===== src/rtl/alu_pkg.sv =====
// alu_pkg: shared definitions for the pipelined ALU.
//   alu_op_e    - 4-bit opcode encodings; codes 12-15 are illegal.
//   alu_state_e - control states of alu_pipe (MUL/WAIT exist only with ALU_MUL_EN).
//   is_mul()    - true for the opcodes that use the iterative multiplier.
package alu_pkg;

  typedef enum logic [3:0] {
    OP_ADD   = 4'd0,
    OP_SUB   = 4'd1,
    OP_AND   = 4'd2,
    OP_OR    = 4'd3,
    OP_XOR   = 4'd4,
    OP_SHL   = 4'd5,
    OP_SHR   = 4'd6,
    OP_SRA   = 4'd7,
    OP_SLT   = 4'd8,
    OP_SLTU  = 4'd9,
    OP_MUL   = 4'd10,
    OP_MULHU = 4'd11
  } alu_op_e;

  typedef enum logic [1:0] {
    IDLE = 2'd0,
    MUL  = 2'd1,
    WAIT = 2'd2
  } alu_state_e;

  function automatic logic is_mul(input alu_op_e op);
    return (op == OP_MUL) || (op == OP_MULHU);
  endfunction

endpackage


===== src/rtl/alu_mul_iter.sv =====
// alu_mul_iter: unsigned iterative shift-add multiplier, one partial product per clk.
// Ports:
//   clk, rst  - clock, asynchronous active-high reset (control only)
//   start     - load a/b; the partial product for b[0] is folded in at load time
//   a, b      - WIDTH-bit unsigned operands
//   busy      - steps still outstanding
//   done      - the final step happens this cycle; product already shows its result
//   product   - 2*WIDTH-bit product (post-step value while busy, held value after)
module alu_mul_iter
  import alu_pkg::*;
#(
  parameter int WIDTH = 8
) (
  input  logic                 clk,
  input  logic                 rst,
  input  logic                 start,
  input  logic [WIDTH-1:0]     a,
  input  logic [WIDTH-1:0]     b,
  output logic                 busy,
  output logic                 done,
  output logic [2*WIDTH-1:0]   product
);

  localparam int CW = $clog2(WIDTH);
  localparam logic [CW-1:0] CNT_LOAD = CW'(WIDTH - 1);

  logic [CW-1:0]      cnt_p1;
  logic [2*WIDTH-1:0] mcand_p1;
  logic [2*WIDTH-1:0] acc_p1;
  logic [WIDTH-1:0]   mplier_p1;
  logic [2*WIDTH-1:0] acc_step;

  assign acc_step = acc_p1 + (mplier_p1[0] ? mcand_p1 : '0);
  assign busy     = (cnt_p1 != '0);
  // cnt counts remaining steps; the last one runs while cnt==1 so the
  // product can be registered in that same cycle (total latency WIDTH).
  assign done     = (cnt_p1 == CW'(1));
  assign product  = busy ? acc_step : acc_p1;

  always_ff @(posedge clk or posedge rst) begin
    if (rst)        cnt_p1 <= '0;
    else if (start) cnt_p1 <= CNT_LOAD;
    else if (busy)  cnt_p1 <= cnt_p1 - 1'b1;
  end

  // Stage p1: multiplicand / multiplier / accumulator shift registers
  always_ff @(posedge clk) begin
    if (start) begin
      mcand_p1  <= {{(WIDTH-1){1'b0}}, a, 1'b0};
      mplier_p1 <= {1'b0, b[WIDTH-1:1]};
      acc_p1    <= b[0] ? {{WIDTH{1'b0}}, a} : '0;
    end else if (busy) begin
      acc_p1    <= acc_step;
      mcand_p1  <= mcand_p1 << 1;
      mplier_p1 <= mplier_p1 >> 1;
    end
  end

endmodule


===== src/rtl/alu_pipe.sv =====
// alu_pipe: registered ALU with valid/ready handshakes on both sides.
// Build option: define ALU_MUL_EN to add MUL/MULHU via alu_mul_iter; without
// it those opcodes return out_err=1, out_result=0 with single-cycle latency.
// Ports:
//   clk, rst               - clock, asynchronous active-high reset
//   in_valid/in_ready      - operand beat handshake (in_a, in_b, in_op)
//   out_valid/out_ready    - result beat handshake
//   out_result             - WIDTH-bit result
//   out_carry              - ADD carry-out, SUB/SLTU borrow, else 0
//   out_zero               - out_result == 0
//   out_ovf                - ADD/SUB signed overflow, else 0
//   out_err                - illegal/disabled opcode (result forced to 0)
module alu_pipe
  import alu_pkg::*;
#(
  parameter int WIDTH = 8
) (
  input  logic             clk,
  input  logic             rst,
  input  logic             in_valid,
  output logic             in_ready,
  input  logic [WIDTH-1:0] in_a,
  input  logic [WIDTH-1:0] in_b,
  input  logic [3:0]       in_op,
  output logic             out_valid,
  input  logic             out_ready,
  output logic [WIDTH-1:0] out_result,
  output logic             out_carry,
  output logic             out_zero,
  output logic             out_ovf,
  output logic             out_err
);

  localparam int SW = $clog2(WIDTH);
  localparam logic [WIDTH-1:0] ONE = WIDTH'(1);

  logic                     can_out;
  logic                     idle;
  logic                     accept;
  logic                     mul_start;
  logic                     mul_fin;
  logic [WIDTH-1:0]         mul_res;
  logic signed [WIDTH-1:0]  a_s;
  logic signed [WIDTH-1:0]  b_s;
  logic [WIDTH:0]           sum_p0;
  logic [WIDTH:0]           diff_p0;
  logic [SW-1:0]            sh_p0;
  logic [WIDTH-1:0]         res_p0;
  logic                     carry_p0;
  logic                     ovf_p0;
  logic                     err_p0;

  // Signed overflow of a+b from the sign bits; subtraction passes ~b's sign.
  function automatic logic add_ovf(input logic sa, input logic sb, input logic sr);
    return (sa == sb) && (sr != sa);
  endfunction

  assign can_out  = !out_valid || out_ready;
  assign in_ready = !rst && idle && can_out;
  assign accept   = in_valid && in_ready;

  // Stage p0: single-cycle datapath
  assign a_s     = in_a;
  assign b_s     = in_b;
  assign sh_p0   = in_b[SW-1:0];
  assign sum_p0  = {1'b0, in_a} + {1'b0, in_b};
  assign diff_p0 = {1'b0, in_a} - {1'b0, in_b};

  always_comb begin
    res_p0   = '0;
    carry_p0 = 1'b0;
    ovf_p0   = 1'b0;
    err_p0   = 1'b0;
    case (alu_op_e'(in_op))
      OP_ADD: begin
        res_p0   = sum_p0[WIDTH-1:0];
        carry_p0 = sum_p0[WIDTH];
        ovf_p0   = add_ovf(in_a[WIDTH-1], in_b[WIDTH-1], sum_p0[WIDTH-1]);
      end
      OP_SUB: begin
        res_p0   = diff_p0[WIDTH-1:0];
        carry_p0 = diff_p0[WIDTH];
        ovf_p0   = add_ovf(in_a[WIDTH-1], ~in_b[WIDTH-1], diff_p0[WIDTH-1]);
      end
      OP_AND:  res_p0 = in_a & in_b;
      OP_OR:   res_p0 = in_a | in_b;
      OP_XOR:  res_p0 = in_a ^ in_b;
      OP_SHL:  res_p0 = in_a << sh_p0;
      OP_SHR:  res_p0 = in_a >> sh_p0;
      OP_SRA:  res_p0 = a_s >>> sh_p0;
      OP_SLT:  res_p0 = (a_s < b_s) ? ONE : '0;
      OP_SLTU: begin
        res_p0   = diff_p0[WIDTH] ? ONE : '0;
        carry_p0 = diff_p0[WIDTH];
      end
      default: err_p0 = 1'b1;
    endcase
  end

`ifdef ALU_MUL_EN
  alu_state_e         state;
  logic               mul_busy;
  logic               mul_done;
  logic               mul_hi_p1;
  logic [2*WIDTH-1:0] mul_prod;

  assign mul_start = accept && is_mul(alu_op_e'(in_op));
  assign idle      = (state == IDLE) && !mul_busy;
  assign mul_fin   = can_out && (((state == MUL) && mul_done) || (state == WAIT));
  assign mul_res   = mul_hi_p1 ? mul_prod[2*WIDTH-1:WIDTH] : mul_prod[WIDTH-1:0];

  always_ff @(posedge clk or posedge rst) begin
    if (rst) begin
      state <= IDLE;
    end else begin
      case (state)
        IDLE:    if (mul_start) state <= MUL;
        MUL:     if (mul_done)  state <= can_out ? IDLE : WAIT;
        WAIT:    if (can_out)   state <= IDLE;
        default: state <= IDLE;
      endcase
    end
  end

  always_ff @(posedge clk) begin
    if (mul_start) mul_hi_p1 <= (in_op == OP_MULHU);
  end

  alu_mul_iter #(.WIDTH(WIDTH)) u_mul (
    .clk     (clk),
    .rst     (rst),
    .start   (mul_start),
    .a       (in_a),
    .b       (in_b),
    .busy    (mul_busy),
    .done    (mul_done),
    .product (mul_prod)
  );
`else
  assign idle      = 1'b1;
  assign mul_start = 1'b0;
  assign mul_fin   = 1'b0;
  assign mul_res   = '0;
`endif

  // Stage p1: output register; a new result replaces one accepted this same clk
  always_ff @(posedge clk or posedge rst) begin
    if (rst) begin
      out_valid  <= 1'b0;
      out_result <= '0;
      out_carry  <= 1'b0;
      out_zero   <= 1'b0;
      out_ovf    <= 1'b0;
      out_err    <= 1'b0;
    end else if (accept && !mul_start) begin
      out_valid  <= 1'b1;
      out_result <= res_p0;
      out_carry  <= carry_p0;
      out_zero   <= (res_p0 == '0);
      out_ovf    <= ovf_p0;
      out_err    <= err_p0;
    end else if (mul_fin) begin
      out_valid  <= 1'b1;
      out_result <= mul_res;
      out_carry  <= 1'b0;
      out_zero   <= (mul_res == '0);
      out_ovf    <= 1'b0;
      out_err    <= 1'b0;
    end else if (out_ready) begin
      out_valid  <= 1'b0;
    end
  end

endmodule


===== config.mk =====
export PLATFORM = sky130hd
export DESIGN_NAME = alu_pipe
export DESIGN_NICKNAME = d
export VERILOG_FILES = /design/src/rtl/alu_pkg.sv /design/src/rtl/alu_mul_iter.sv /design/src/rtl/alu_pipe.sv
export SDC_FILE = /design/constraint.sdc
export NUM_CORES = 1
export LEC_CHECK = 0
export ABC_AREA = 1
export BUFFER_PORTS_ARGS = -buffer_cell sky130_fd_sc_hd__buf_2
export CAP_MARGIN = 15
export CORE_MARGIN = 2
export CORE_UTILIZATION = 50
export DETAILED_ROUTE_END_ITERATION = 7
export PLACE_DENSITY_LB_ADDON = 0.05
export SLEW_MARGIN = 20
export SYNTH_ARGS = -nofsm -noshare
export SYNTH_HDL_FRONTEND = slang
export SYNTH_SLANG_ARGS = --single-unit

===== constraint.sdc =====
create_clock -name clk -period 1.1 [get_ports clk]
set_input_delay 0.11 -clock clk [delete_from_list [all_inputs] [get_ports clk]]
set_output_delay 0.11 -clock clk [all_outputs]
set_load 0.05 [all_outputs]

-- Yosys cells after proc, flatten, opt, wreduce, memory -nomap -nowiden
Cells that the tools add are included.
- memory bits (read-only): 0
- bits of input ports: 24
- output and inout bits: 14
- memories kept: 0
- word-level logic and storage cells: 49
- bits in registers: 13
- RAM bits: 0
- bits in latches: 0
- magnitude comparators: 1
- reduce and logical (&&, ||, !) cells: 12
- shift operators: 3
- divide/modulo/power cells: 0
- multipliers: 0
- muxes and demuxes: 8
- equal/unequal tests: 13
- add/sub/neg operators: 2
- bitwise logic cells: 4
- operators with widths (cell ; count):
    $pmux W8 S10 ; 1
    $eq A4 B3 Y1 const B ; 4
    $reduce_or A10 Y1 ; 1
    $add A8 B8 Y9 ; 1
    $sub A8 B8 Y9 ; 1
    $and A8 B8 Y8 ; 1
    $eq A4 B2 Y1 const B ; 2
    $eq A4 B4 Y1 const B ; 2
    $logic_not A8 Y1 ; 1
    $lt A8 B8 Y1 ; 1
    $or A8 B8 Y8 ; 1
    $shl A8 B3 Y8 ; 1
    $shr A8 B3 Y8 ; 1
    $sshr A8 B3 Y8 ; 1
    $xor A8 B8 Y8 ; 1
    $mux W1 ; 5
    $eq A4 B1 Y1 const B ; 1
    $logic_and A1 B1 Y1 ; 4
    $logic_not A4 Y1 ; 1
    $pmux W1 S2 ; 2
    $eq A1 B1 Y1 ; 2
    $logic_not A1 Y1 ; 2
    $ne A1 B1 Y1 ; 2
    $reduce_bool A2 Y1 ; 1
    other kinds (3) ; 3

-- Depth between registers and ports, before layout
Gate-level depths: netlist of run 1.
- depth after elaboration: 5
- mapped depth: 16
- gate-level depth less buffers: 15

-- Worst setup path after synthesis of run 1
Ideal clock, no wire load.
- path type: register to register
- start point: register out_valid
- end point: register out_zero
- setup slack: -1.230 ns
- period minus slack after synthesis: 2.330 ns
- data required time: 1.034 ns
- stages on the path, launching flop included: 10
- data arrival time: 2.264 ns
- setup time: 0.066 ns
- cell sequence: dfrtp_1 -> inv_1 -> nor2_1 -> nor2_1 -> nand2_1 -> inv_1 -> nand3_1 -> nor2_1 -> nand2_1 -> nand2_1
- word-level cells in the longest chain between the ends: 4
- ends and longest elaborated chain (item ; line ; RTL):
    start, declared ; alu_pipe.sv:25 ; output logic out_valid,
    start signal, assigned ; alu_pipe.sv:149 ; out_valid <= 1'b0;
    start signal, assigned ; alu_pipe.sv:156 ; out_valid <= 1'b1;
    start signal, assigned ; alu_pipe.sv:163 ; out_valid <= 1'b1;
    $logic_not A1 Y1 ; alu_pipe.sv:58 ; assign can_out = !out_valid || out_ready;
    $logic_or A1 B1 Y1 ; alu_pipe.sv:58 ;
    $logic_and A1 B1 Y1 ; alu_pipe.sv:59 ; assign in_ready = !rst && idle && can_out;
    net in_ready ; alu_pipe.sv:21 ; output logic in_ready,
    $logic_and A1 B1 Y1 ; alu_pipe.sv:60 ; assign accept = in_valid && in_ready;
    end signal, assigned ; alu_pipe.sv:159 ; out_zero <= (res_p0 == '0);
    end signal, assigned ; alu_pipe.sv:166 ; out_zero <= (mul_res == '0);
    end, declared ; alu_pipe.sv:29 ; output logic out_zero,
The timed path passes the listed nets, and every way through them passes these cells.
A chain may end at the register's enable or synchronous reset.

-- Final worst setup path of run 1
- start point: input port in_a[0]
- end point: register out_zero
- word-level cells in the longest chain between the ends: 4
- ends and longest elaborated chain (item ; line ; RTL):
    start, declared ; alu_pipe.sv:22 ; input logic [WIDTH-1:0] in_a,
    $sub A8 B8 Y9 / $lt A8 B8 Y1 (equally long branches) ; alu_pipe.sv:67, alu_pipe.sv:91 ;
    $mux W1, on equally long branches ; alu_pipe.sv:93, alu_pipe.sv:91 ;
    $pmux W8 S10 (*) ; alu_pipe.sv:74 ; case (alu_op_e'(in_op))
    $logic_not A8 Y1 (*) ; alu_pipe.sv:159 ;
Every way passes the cells marked *; elsewhere a longest branch is shown, timed or not.

==> run_results.csv, run 1 <==
group,metric,value,unit
outcome,status,"finished with violations",
outcome,violations,"negative setup slack",
power,combPwrFrac,0.667,
synth,synth_fa_ha_area_frac,0.142,
route,wl_per_cell,15.9,um
grt,grt_pass1_vias,3025,
worst_setup_path,crit_type,"in2reg",
place,placed_area,3460,um2
die,core,4750,um2
finish,fill_cells,318,
route,drtPass1Iterations,7,
route,wl_met3,767,um
die,die-area,5540,um2
finish,regArea,327,um2
job,drv_cap,0,
cts,clock_latency,0.25,ns
min_path,min_to,"out_valid",
power,vdd_drop_max,0.751,mV
worst_setup_path,rrSetupSlack,-0.18,ns
cts,root_buffer,"clkbuf_8",
power,p_int,0.00164,W
synth,synth_cells,419,
finish,layout_commonest_cell,"nand2_1",
synth,synth.distinct_cells,37,
synth,yosysWarningCount,0,
timing,min_period,1.67,ns
cts,clkSlewWorstSetupHoldPaths,0.05,ns
power,p_seq_frac,0.192,
worst_setup_path,worstPathRequired,1.28,ns
grt,grt_max_degree,19,
timing,fin_ws,-0.567,ns
timing,worstMarginPinSlew,0.528,ns
synth,synth_mux_area_frac,0,
cts,htreeDepth,1,
place,globalplace.congestion,0.914,
grt,grt_pass1_wl,13.9,mm
synth,synth_compound_area_frac,0.0867,
worst_setup_path,endpoint_kind,"register",
synth,syn-num-nets,470,
timing,grt_setup_unrepaired,"yes",
finish,fin_area,4000,um2
timing,relSlewSlack,0.648,
worst_setup_path,cp_cell_sequence,"buf_12 > clkinv_8 > ha_4 > inv_4 > fa_2 > buf_4 > nand2_2 > nand3_1 > nand3_2 > nand3_2 > nor2_4 > nand3_2 > nor2_1 > nand2_1 > nand2_1",
power,p_leak,2.07,nW
route,vias,3451,
power,sw_frac_of_total,0.476,
timing,final-hold-violation-count,0,
route,met1_length,3.76,mm
min_path,hold_path.startpoint,"out_ready",
finish,fin_util,0.842,
timing,skew,0.00282,ns
route,vias_per_cell,5.63,
place,hpwl,6.89,mm
route,drt_iter0_markers,356,
finish,syn_to_final_growth,61.2,%
timing,setup-violations-final,13,
cts,cts_tree,"yes",
worst_setup_path,critPathArrivalTime,1.85,ns
die,die_w,74.5,um
route,drc,0,
worst_setup_path,cpPeakStageDelay,0.38,ns
worst_setup_path,timing.rr.end,"out_zero",
power,clkPwrFrac,0.141,
worst_setup_path,rr_worst_depth,9,
power,powerDensity,781,nW/um2
synth,synth_xor_area_frac,0.0106,
timing,drv_slew,0,
synth,ys_seq_area_frac,0.131,
worst_setup_path,r2r-start,"out_valid",
finish,drive_gt1_frac,0.487,
synth,netlist_area,2480,um2
finish,fin_nets,598,
timing,fin_tns_setup,-3.73,ns
place,port_buffers,37,
cts,numCtsBuffers,3,
min_path,hp-class,"in2reg",
synth,synth.avg_cell_area,5.92,um2
worst_setup_path,critPathMaxFanout,3,
synth,synth_top_family_by_area,"simple AND/OR/NAND/NOR gates",
grt,grt-ovfl-total,0,
finish,final_cell_mix,"nand2_1, buf_4, nand3_1, nand2_2",
route,wirelength,9.74,mm
finish,multi_input_area,2260,um2
synth,ys_seq_elements,13,
route,route.top_layer_used,"met4",
route,ant_nets,0,
route,route.met2.wl,4.70,mm
timing,fmax,600,MHz
worst_setup_path,cp_common_cell,"nand3_2",
die,row_count,25,
die,initial_core_util,0.522,
timing,fin_crit_sh,1.52,
min_path,hold_depth,2,
grt,grt_usage,0.324,
power,switching_power,0.00149,W
finish,diodes,0,
worst_setup_path,critPathSlowestCell,"fa_2",
die,die_y,74.5,um
synth,synth-simple-area-share,0.506,
grt,grt_antenna_before_repair,0,
die,ios,38,
worst_setup_path,crit_path_start_kind,"primary input",
cts,clock_path_buffers,2,
cts,cts.sinks,13,
registers in the layout (all words and copies together) (netlist names):
signal,flops
out_result,8
out_carry,1
out_err,1
out_ovf,1
out_valid,1
out_zero,1
layout make-up:
class                           count  share of cell area
Clock buffer                        4              0.0113
Inverter                           56              0.0641
Multi-Input combinational cell    341               0.566
Sequential cell                    13              0.0816
Tap cell                           67              0.0210
Timing Repair Buffer              132               0.256
metal layers:
metal / vias up / GRT usage
met1: 1578 / 0.416
li1: 1612 / -
met5: - / 0
met2: 210 / 0.563
met4: 0 / 0.0933
met3: 51 / 0.0488
cell usage after synthesis:
cell / count / area share
bufinv_16: 1 / 0.012
nor3_2: 2 / 0.0081
o21ai_0: 3 / 0.0060
fa_1: 2 / 0.016
nand2_2: 7 / 0.018
inv_1: 43 / 0.065
clkbuf_8: 1 / 0.0055
a21oi_1: 10 / 0.020
nor2_4: 2 / 0.0091
o21ai_2: 1 / 0.0035
o2111ai_1: 1 / 0.0035
o21ai_1: 12 / 0.024
inv_2: 11 / 0.017
nand3_2: 3 / 0.012
nand2_1: 137 / 0.21
a21oi_2: 1 / 0.0035
nand4_1: 7 / 0.018
buf_2: 5 / 0.010
ha_1: 25 / 0.13
nor3_1: 2 / 0.0040
nor2_2: 9 / 0.023
xor2_1: 2 / 0.0071
nor2_1: 32 / 0.048
nand2_4: 3 / 0.014
buf_6: 2 / 0.0091
nand4_2: 1 / 0.0050
and2_1: 1 / 0.0025
o31ai_1: 1 / 0.0030
xnor2_1: 1 / 0.0035
o211ai_1: 1 / 0.0030
dfrtp_1: 13 / 0.13
o21a_1: 4 / 0.012
inv_4: 1 / 0.0025
or2_1: 1 / 0.0025
buf_4: 1 / 0.0030
nand3_1: 67 / 0.14
o22ai_1: 3 / 0.0076
cells by family after synthesis:
family          Yosys count
simple gates            274
buf+inv                  65
compound gates           37
fa+ha+maj                27
flops                    13
xor+xnor                  3
power by group through the flow:
| stage | combinational [W] | sequential [W] | clock, W |
|---|---|---|---|
| floorplan | 0.000776 | 0.000883 | 0 |
| global placement | 0.00168 | 0.000598 | 0 |
| detailed placement | 0.00171 | 0.000602 | 0 |
| CTS | 0.00185 | 0.000598 | 0.000432 |
| global route | 0.00221 | 0.000609 | 0.000462 |
| finish | 0.00209 | 0.000601 | 0.000439 |
how the worst max path moves through the flow:
| stage | from | to | depth (start not counted) |
|---|---|---|---|
| CTS | in_b[0] | out_zero | 13 |
| global placement | in_a[0] | out_zero | 14 |
| global route | in_a[0] | out_zero | 15 |
| detailed placement | in_a[0] | out_zero | 15 |
| floorplan | out_valid | out_zero | 9 |
| finish | in_a[0] | out_zero | 15 |
metrics by stage:
| stage | total power [W] | hold slack (ns) | cells | worst slack [ns] |
|---|---|---|---|---|
| floorplan | 0.00166 | -0.0131 | 419 | -0.399 |
| global placement | 0.00228 | 0.177 | 600 | -0.718 |
| detailed placement | 0.00231 | 0.198 | 600 | -0.752 |
| CTS | 0.00288 | 0.0950 | 606 | -0.436 |
| global route | 0.00328 | 0.106 | 613 | -0.644 |
| finish | 0.00313 | 0.0879 | 613 | -0.567 |
what timing repair did:
item,4_1_cts,5_1_grt
endpoints found under the setup margin,13,14
setup buffers,1,8
endpoints found under the hold margin,13,0
cloned,0,0
pin swaps,18,34
hold buffers,1,0
gates resized for setup,54,66
worst max-delay path, delay by kind of cell:
kind	cells	cell delay, ns
adder cells (fa/ha/maj)	2	0.51
AND/OR/NAND/NOR	9	0.87
buffers and inverters	4	0.34
Note: power is estimated with default switching activity, not from simulation.
==> run 2: changes to the inputs <==
--- a/config.mk
+++ b/config.mk
@@ -8,11 +8,13 @@
 export ABC_AREA = 1
 export BUFFER_PORTS_ARGS = -buffer_cell sky130_fd_sc_hd__buf_2
 export CAP_MARGIN = 15
+export CELL_PAD_IN_SITES_DETAIL_PLACEMENT = 0
+export CELL_PAD_IN_SITES_GLOBAL_PLACEMENT = 1
 export CORE_MARGIN = 2
-export CORE_UTILIZATION = 50
+export CORE_UTILIZATION = 36
 export DETAILED_ROUTE_END_ITERATION = 7
 export PLACE_DENSITY_LB_ADDON = 0.05
-export SLEW_MARGIN = 20
+export SLEW_MARGIN = 10
 export SYNTH_ARGS = -nofsm -noshare
 export SYNTH_HDL_FRONTEND = slang
 export SYNTH_SLANG_ARGS = --single-unit
==> run 2 against run 1 <==
The flow still finishes with violations (negative setup slack). Sequential share of layout area is 0.10 points higher. Core utilization shrank 25 points. Clock power is 6.4% lower. Final area is 1.3% lower. Fmax grew 12%. Largest cell class unchanged. Register-to-register slack better by 0.13 ns. Combinational power down 6%. First-iteration DRC count down 66%. Power down 4.9%. Clock skew is 0.0022 ns lower.
==> run_results.csv, run 2 (synthesized netlist as in run 1, its figures left out) <==
group,metric,value,unit
route,wl_per_cell,13.7,um
grt,grt_antenna_before_repair,0,
finish,top_register,"out_result",
route,wirelength,8.59,mm
power,power.total,0.00297,W
grt,grt_pass1_vias,2959,
die,row_count,30,
finish,layout_commonest_cell,"nand2_1",
power,switching_power,0.00136,W
route,vias,3068,
power,vdd_drop_max,0.410,mV
timing,fin_crit_sh,1.36,
timing,worstMarginPinSlew,0.482,ns
place,globalplace.congestion,0.895,
die,die_y,87.0,um
route,ant_nets,0,
die,die_w,87.0,um
power,powerDensity,753,nW/um2
power,p_int,0.00162,W
cts,clock_path_buffers,2,
worst_setup_path,critPathArrivalTime,1.67,ns
timing,grt_setup_unrepaired,"yes",
worst_setup_path,endpoint_kind,"register",
route,drtPass1Iterations,5,
power,sw_frac_of_total,0.457,
timing,setup-violations-final,12,
cts,cts.sinks,13,
route,drt_iter0_markers,121,
timing,min_period,1.49,ns
finish,fin_util,0.588,
min_path,hold_depth,2,
finish,fin_nets,599,
place,hpwl,7.14,mm
worst_setup_path,crit_path_start_kind,"primary input",
finish,largest_reg_flops,8,
outcome,status,"finished with violations",
die,die-area,7580,um2
finish,syn_to_final_growth,59.2,%
timing,skew,0.000608,ns
grt,grt_max_degree,19,
finish,drive_gt1_frac,0.483,
die,initial_core_util,0.369,
die,ios,38,
outcome,violations,"negative setup slack",
worst_setup_path,critPathMaxFanout,3,
timing,drv_slew,0,
cts,numCtsBuffers,3,
worst_setup_path,critPathSlowestCell,"fa_2",
cts,clock_latency,0.24,ns
power,combPwrFrac,0.661,
timing,final-hold-violation-count,0,
timing,fmax,670,MHz
grt,grt_pass1_wl,14.1,mm
worst_setup_path,rr_worst_depth,9,
cts,cts_tree,"yes",
worst_setup_path,crit_type,"in2reg",
cts,root_buffer,"clkbuf_8",
power,p_leak,2.06,nW
timing,fin_ws,-0.392,ns
finish,diodes,0,
power,p_seq_frac,0.201,
route,vias_per_cell,4.89,
place,placed_cells,610,
job,drv_cap,0,
timing,relSlewSlack,0.678,
cts,clkSlewWorstSetupHoldPaths,0.05,ns
worst_setup_path,worstPathRequired,1.28,ns
place,port_buffers,37,
timing,fin_tns_setup,-3.19,ns
worst_setup_path,cp_cell_sequence,"buf_8 > ha_4 > fa_2 > xor2_1 > nand2_1 > nand3_2 > nor2_4 > nand3_2 > nor2_2 > nand3_2 > nor2_1 > nand2_1 > nand2_1",
route,drc,0,
grt,grt_usage,0.232,
power,clkPwrFrac,0.138,
worst_setup_path,cpPeakStageDelay,0.38,ns
die,core,6720,um2
min_path,hp-class,"in2reg",
finish,final_cell_mix,"nand2_1, buf_4, nand3_1, buf_2, inv_1",
grt,grt-ovfl-total,0,
cts,htreeDepth,1,
finish,final_cells,627,
## run 2: cell types whose count changed in the layout (fill, tap and decap cells not counted), moves of 2 or more
cell / before / now
buf_8: 2 / 4
ha_1: 13 / 11
nand2_4: 5 / 7
a21oi_4: 4 / 2
nand2_2: 28 / 23
inv_4: 7 / 3
inv_2: 20 / 23
buf_2: 27 / 30
nand3_1: 55 / 57
nand2_1: 114 / 117
buf_4: 84 / 89
buf_6: 16 / 6
ha_2: 2 / 5
## run 2: per-layer routing
layer  GRT usage  vias to the layer above  wire [um]
li1            -                     1616          -
met1       0.308                     1404       3950
met2       0.429                       48       4390
met3      0.0161                        0        246
met4     0.00994                        0          0
met5           0                        -          0
## run 2: worst max-delay path, delay by kind of cell
kind | cells | cell delay, ns
AND/OR/NAND/NOR | 9 | 0.74
adder cells (fa/ha/maj) | 2 | 0.54
buffers and inverters | 1 | 0.11
XOR/XNOR | 1 | 0.18
## run 2: power groups by stage
stage | clock, W | sequential [W] | combinational (W)
global placement | 0 | 0.000602 | 0.00170
CTS | 0.000423 | 0.000598 | 0.00183
floorplan | 0 | 0.000883 | 0.000776
detailed placement | 0 | 0.000606 | 0.00171
finish | 0.000411 | 0.000598 | 0.00197
global route | 0.000443 | 0.000605 | 0.00214
## run 2: metrics by stage
step           area (um2)  worst slack (ns)  hold slack, ns
2_1_floorplan        2620            -0.399         -0.0131
3_3_place_gp         3480            -0.797           0.183
3_5_place_dp         3480            -0.803           0.188
4_1_cts              3750            -0.437          0.0945
5_1_grt              3950            -0.508           0.118
6_report             3950            -0.392          0.0946
## run 2: repair_timing
action / in CTS / in global routing
hold endpoints to repair: 13 / 0
setup buffers: 4 / 8
pin swaps: 18 / 31
gates resized for setup: 53 / 48
setup endpoints to repair: 13 / 13
hold buffers: 1 / 0
## run 2: final timing paths
| check | from | to | slack (ns) |
|---|---|---|---|
| worst max register to register | out_valid | out_zero | -0.05 |
| worst min-delay path | out_ready | out_valid | 0.09 |
| worst min register to register | out_result[5] | out_result[5] | 0.47 |
| worst max-delay path | in_b[0] | out_zero | -0.39 |
| min in group asynchronous | rst | out_result[1] | 0.48 |
| max in group asynchronous | rst | out_valid | 0.27 |
## run 2: area by class of cell
class                   instances  area, um2
flip-flops and latches         13        327
clock buffers                   4       45.0
repair buffers                133       1020
multi-input cells             341       2220
fillers                       693       2770
inverters                      56        244
well taps                      80        100
==> run 3: changes to the inputs <==
--- a/config.mk
+++ b/config.mk
@@ -14,6 +14,7 @@
 export CORE_UTILIZATION = 36
 export DETAILED_ROUTE_END_ITERATION = 7
 export PLACE_DENSITY_LB_ADDON = 0.05
+export RECOVER_POWER = 100
 export SLEW_MARGIN = 10
 export SYNTH_ARGS = -nofsm -noshare
 export SYNTH_HDL_FRONTEND = slang
==> run 3 against run 2 <==
The run still ends with negative setup slack left. Clock skew up 0.00099 ns. Critical path depth unchanged. Non-clock buffer count unchanged. Die area is the same. Clock power hardly changed. First-iteration DRC count shrank 1.7%. Fmax up 0.10%.
==> run_results.csv, run 3 (synthesized netlist as in run 1, its figures left out) <==
group,metric,value,unit
outcome,status,"finished with violations",
outcome,violations,"negative setup slack",
timing,grt_setup_unrepaired,"yes",
timing,fin_crit_sh,1.35,
route,drt_iter0_markers,119,
cts,clock_latency,0.24,ns
die,die_y,87.0,um
timing,final-hold-violation-count,0,
finish,fin_area,3950,um2
grt,grt_max_degree,19,
cts,htreeDepth,1,
finish,layout_commonest_cell,"nand2_1",
place,port_buffers,37,
min_path,hold_path.startpoint,"out_ready",
worst_setup_path,crit_type,"in2reg",
cts,clkSlewWorstSetupHoldPaths,0.05,ns
power,powerDensity,754,nW/um2
job,drv_cap,0,
timing,setup-violations-final,12,
worst_setup_path,critPathArrivalTime,1.67,ns
worst_setup_path,rrSetupSlack,-0.06,ns
timing,min_period,1.49,ns
finish,fill_cells,693,
route,drc,0,
timing,fmax,671,MHz
route,drtPass1Iterations,4,
finish,largest_reg_flops,8,
route,vias_per_cell,4.89,
place,placed_cells,610,
finish,top_register,"out_result",
finish,diodes,0,
die,core,6720,um2
timing,skew,0.00160,ns
place,pre_cts_ws,-0.803,ns
die,row_count,30,
die,initial_core_util,0.369,
cts,cts.sinks,13,
die,die-area,7580,um2
route,wirelength,8.59,mm
timing,fin_tns_setup,-3.18,ns
route,vias,3064,
die,ios,38,
grt,grt_pass1_vias,2959,
worst_setup_path,worstPathRequired,1.28,ns
worst_setup_path,rr_worst_depth,9,
grt,grt_usage,0.232,
grt,grt_antenna_before_repair,0,
timing,drv_slew,0,
cts,clock_path_buffers,2,
timing,relSlewSlack,0.677,
worst_setup_path,crit_path_start_kind,"primary input",
min_path,hp-class,"in2reg",
grt,grt_pass1_wl,14.1,mm
worst_setup_path,r2r-start,"out_valid",
finish,fin_util,0.588,
timing,fin_ws,-0.390,ns
finish,final_cells,627,
place,hpwl,7.14,mm
cts,cts_tree,"yes",
worst_setup_path,startpoint,"in_b[0]",
place,placed_area,3480,um2
min_path,hold_depth,2,
finish,drive_gt1_frac,0.481,
finish,final_cell_mix,"nand2_1, buf_4, nand3_1, inv_1",
die,die_w,87.0,um
power,p_leak,2.06,nW
cts,root_buffer,"clkbuf_8",
cts,numCtsBuffers,3,
route,wl_per_cell,13.7,um
worst_setup_path,endpoint_kind,"register",
route,ant_nets,0,
worst_setup_path,timing.rr.end,"out_zero",
min_path,min_to,"out_valid",
place,globalplace.congestion,0.895,
finish,fin_nets,599,
power,vdd_drop_max,0.411,mV
grt,grt-ovfl-total,0,
worst_setup_path,critPathMaxFanout,3,
timing,worstMarginPinSlew,0.484,ns
finish,syn_to_final_growth,59.1,%
run 3: changes by cell type in the layout (fill, tap and decap cells not counted), sizes merged:
| cell | previous run | this run |
|---|---|---|
| clkbuf | 4 | 17 |
| buf | 132 | 119 |
run 3: worst max-delay path by stage:
stage,end,slack (ns),cells after the start
floorplan,out_zero,-0.40,9
CTS,out_zero,-0.44,13
finish,out_zero,-0.39,13
global placement,out_zero,-0.80,13
global route,out_zero,-0.51,14
detailed placement,out_zero,-0.80,15
run 3: timing repair:
item,CTS,global route
pin swaps,18,31
hold buffers,1,0
setup endpoints to repair,13,13
buffers inserted,4,8
hold endpoints to repair,13,0
gates resized for setup,53,48
run 3: per-layer routing:
layer | part of all wire | routed length [um] | track usage
met5 | 0 | 0 | 0
met2 | 0.51 | 4390 | 0.429
met1 | 0.46 | 3950 | 0.308
met3 | 0.029 | 246 | 0.0161
met4 | 0 | 0 | 0.00994
run 3: stage by stage:
stage          power, W  hold WS (ns)
6_report        0.00298        0.0946
5_1_grt         0.00319         0.118
4_1_cts         0.00285        0.0945
3_5_place_dp    0.00231         0.188
3_3_place_gp    0.00231         0.183
2_1_floorplan   0.00166       -0.0131
run 3: final cells by class:
type	instances	area (um2)	area share
timing repair buffer	133	1010	0.257
multi-input combinational	341	2220	0.562
inverter	56	244	0.0618
clock buffer	4	45.0	0.0114
sequential	13	327	0.0827
tap	80	100	0.0253
run 3: where the power goes:
part	total (W)	internal (W)	switching, W
Clock	0.000413	0.000255	0.000158
Combinational	0.00196	0.000800	0.00116
Sequential	0.000602	0.000558	0.0000443
Total	0.00298	0.00161	0.00136
run 3: worst max-delay path, stage by stage:
cell and delay (ns):
buf_8 0.11, ha_4 0.16, fa_2 0.38, xor2_1 0.18, nand2_1 0.08, nand3_2 0.08
nor2_4 0.13, nand3_2 0.09, nor2_2 0.10, nand3_2 0.07, nor2_1 0.09, nand2_1 0.05
nand2_1 0.05
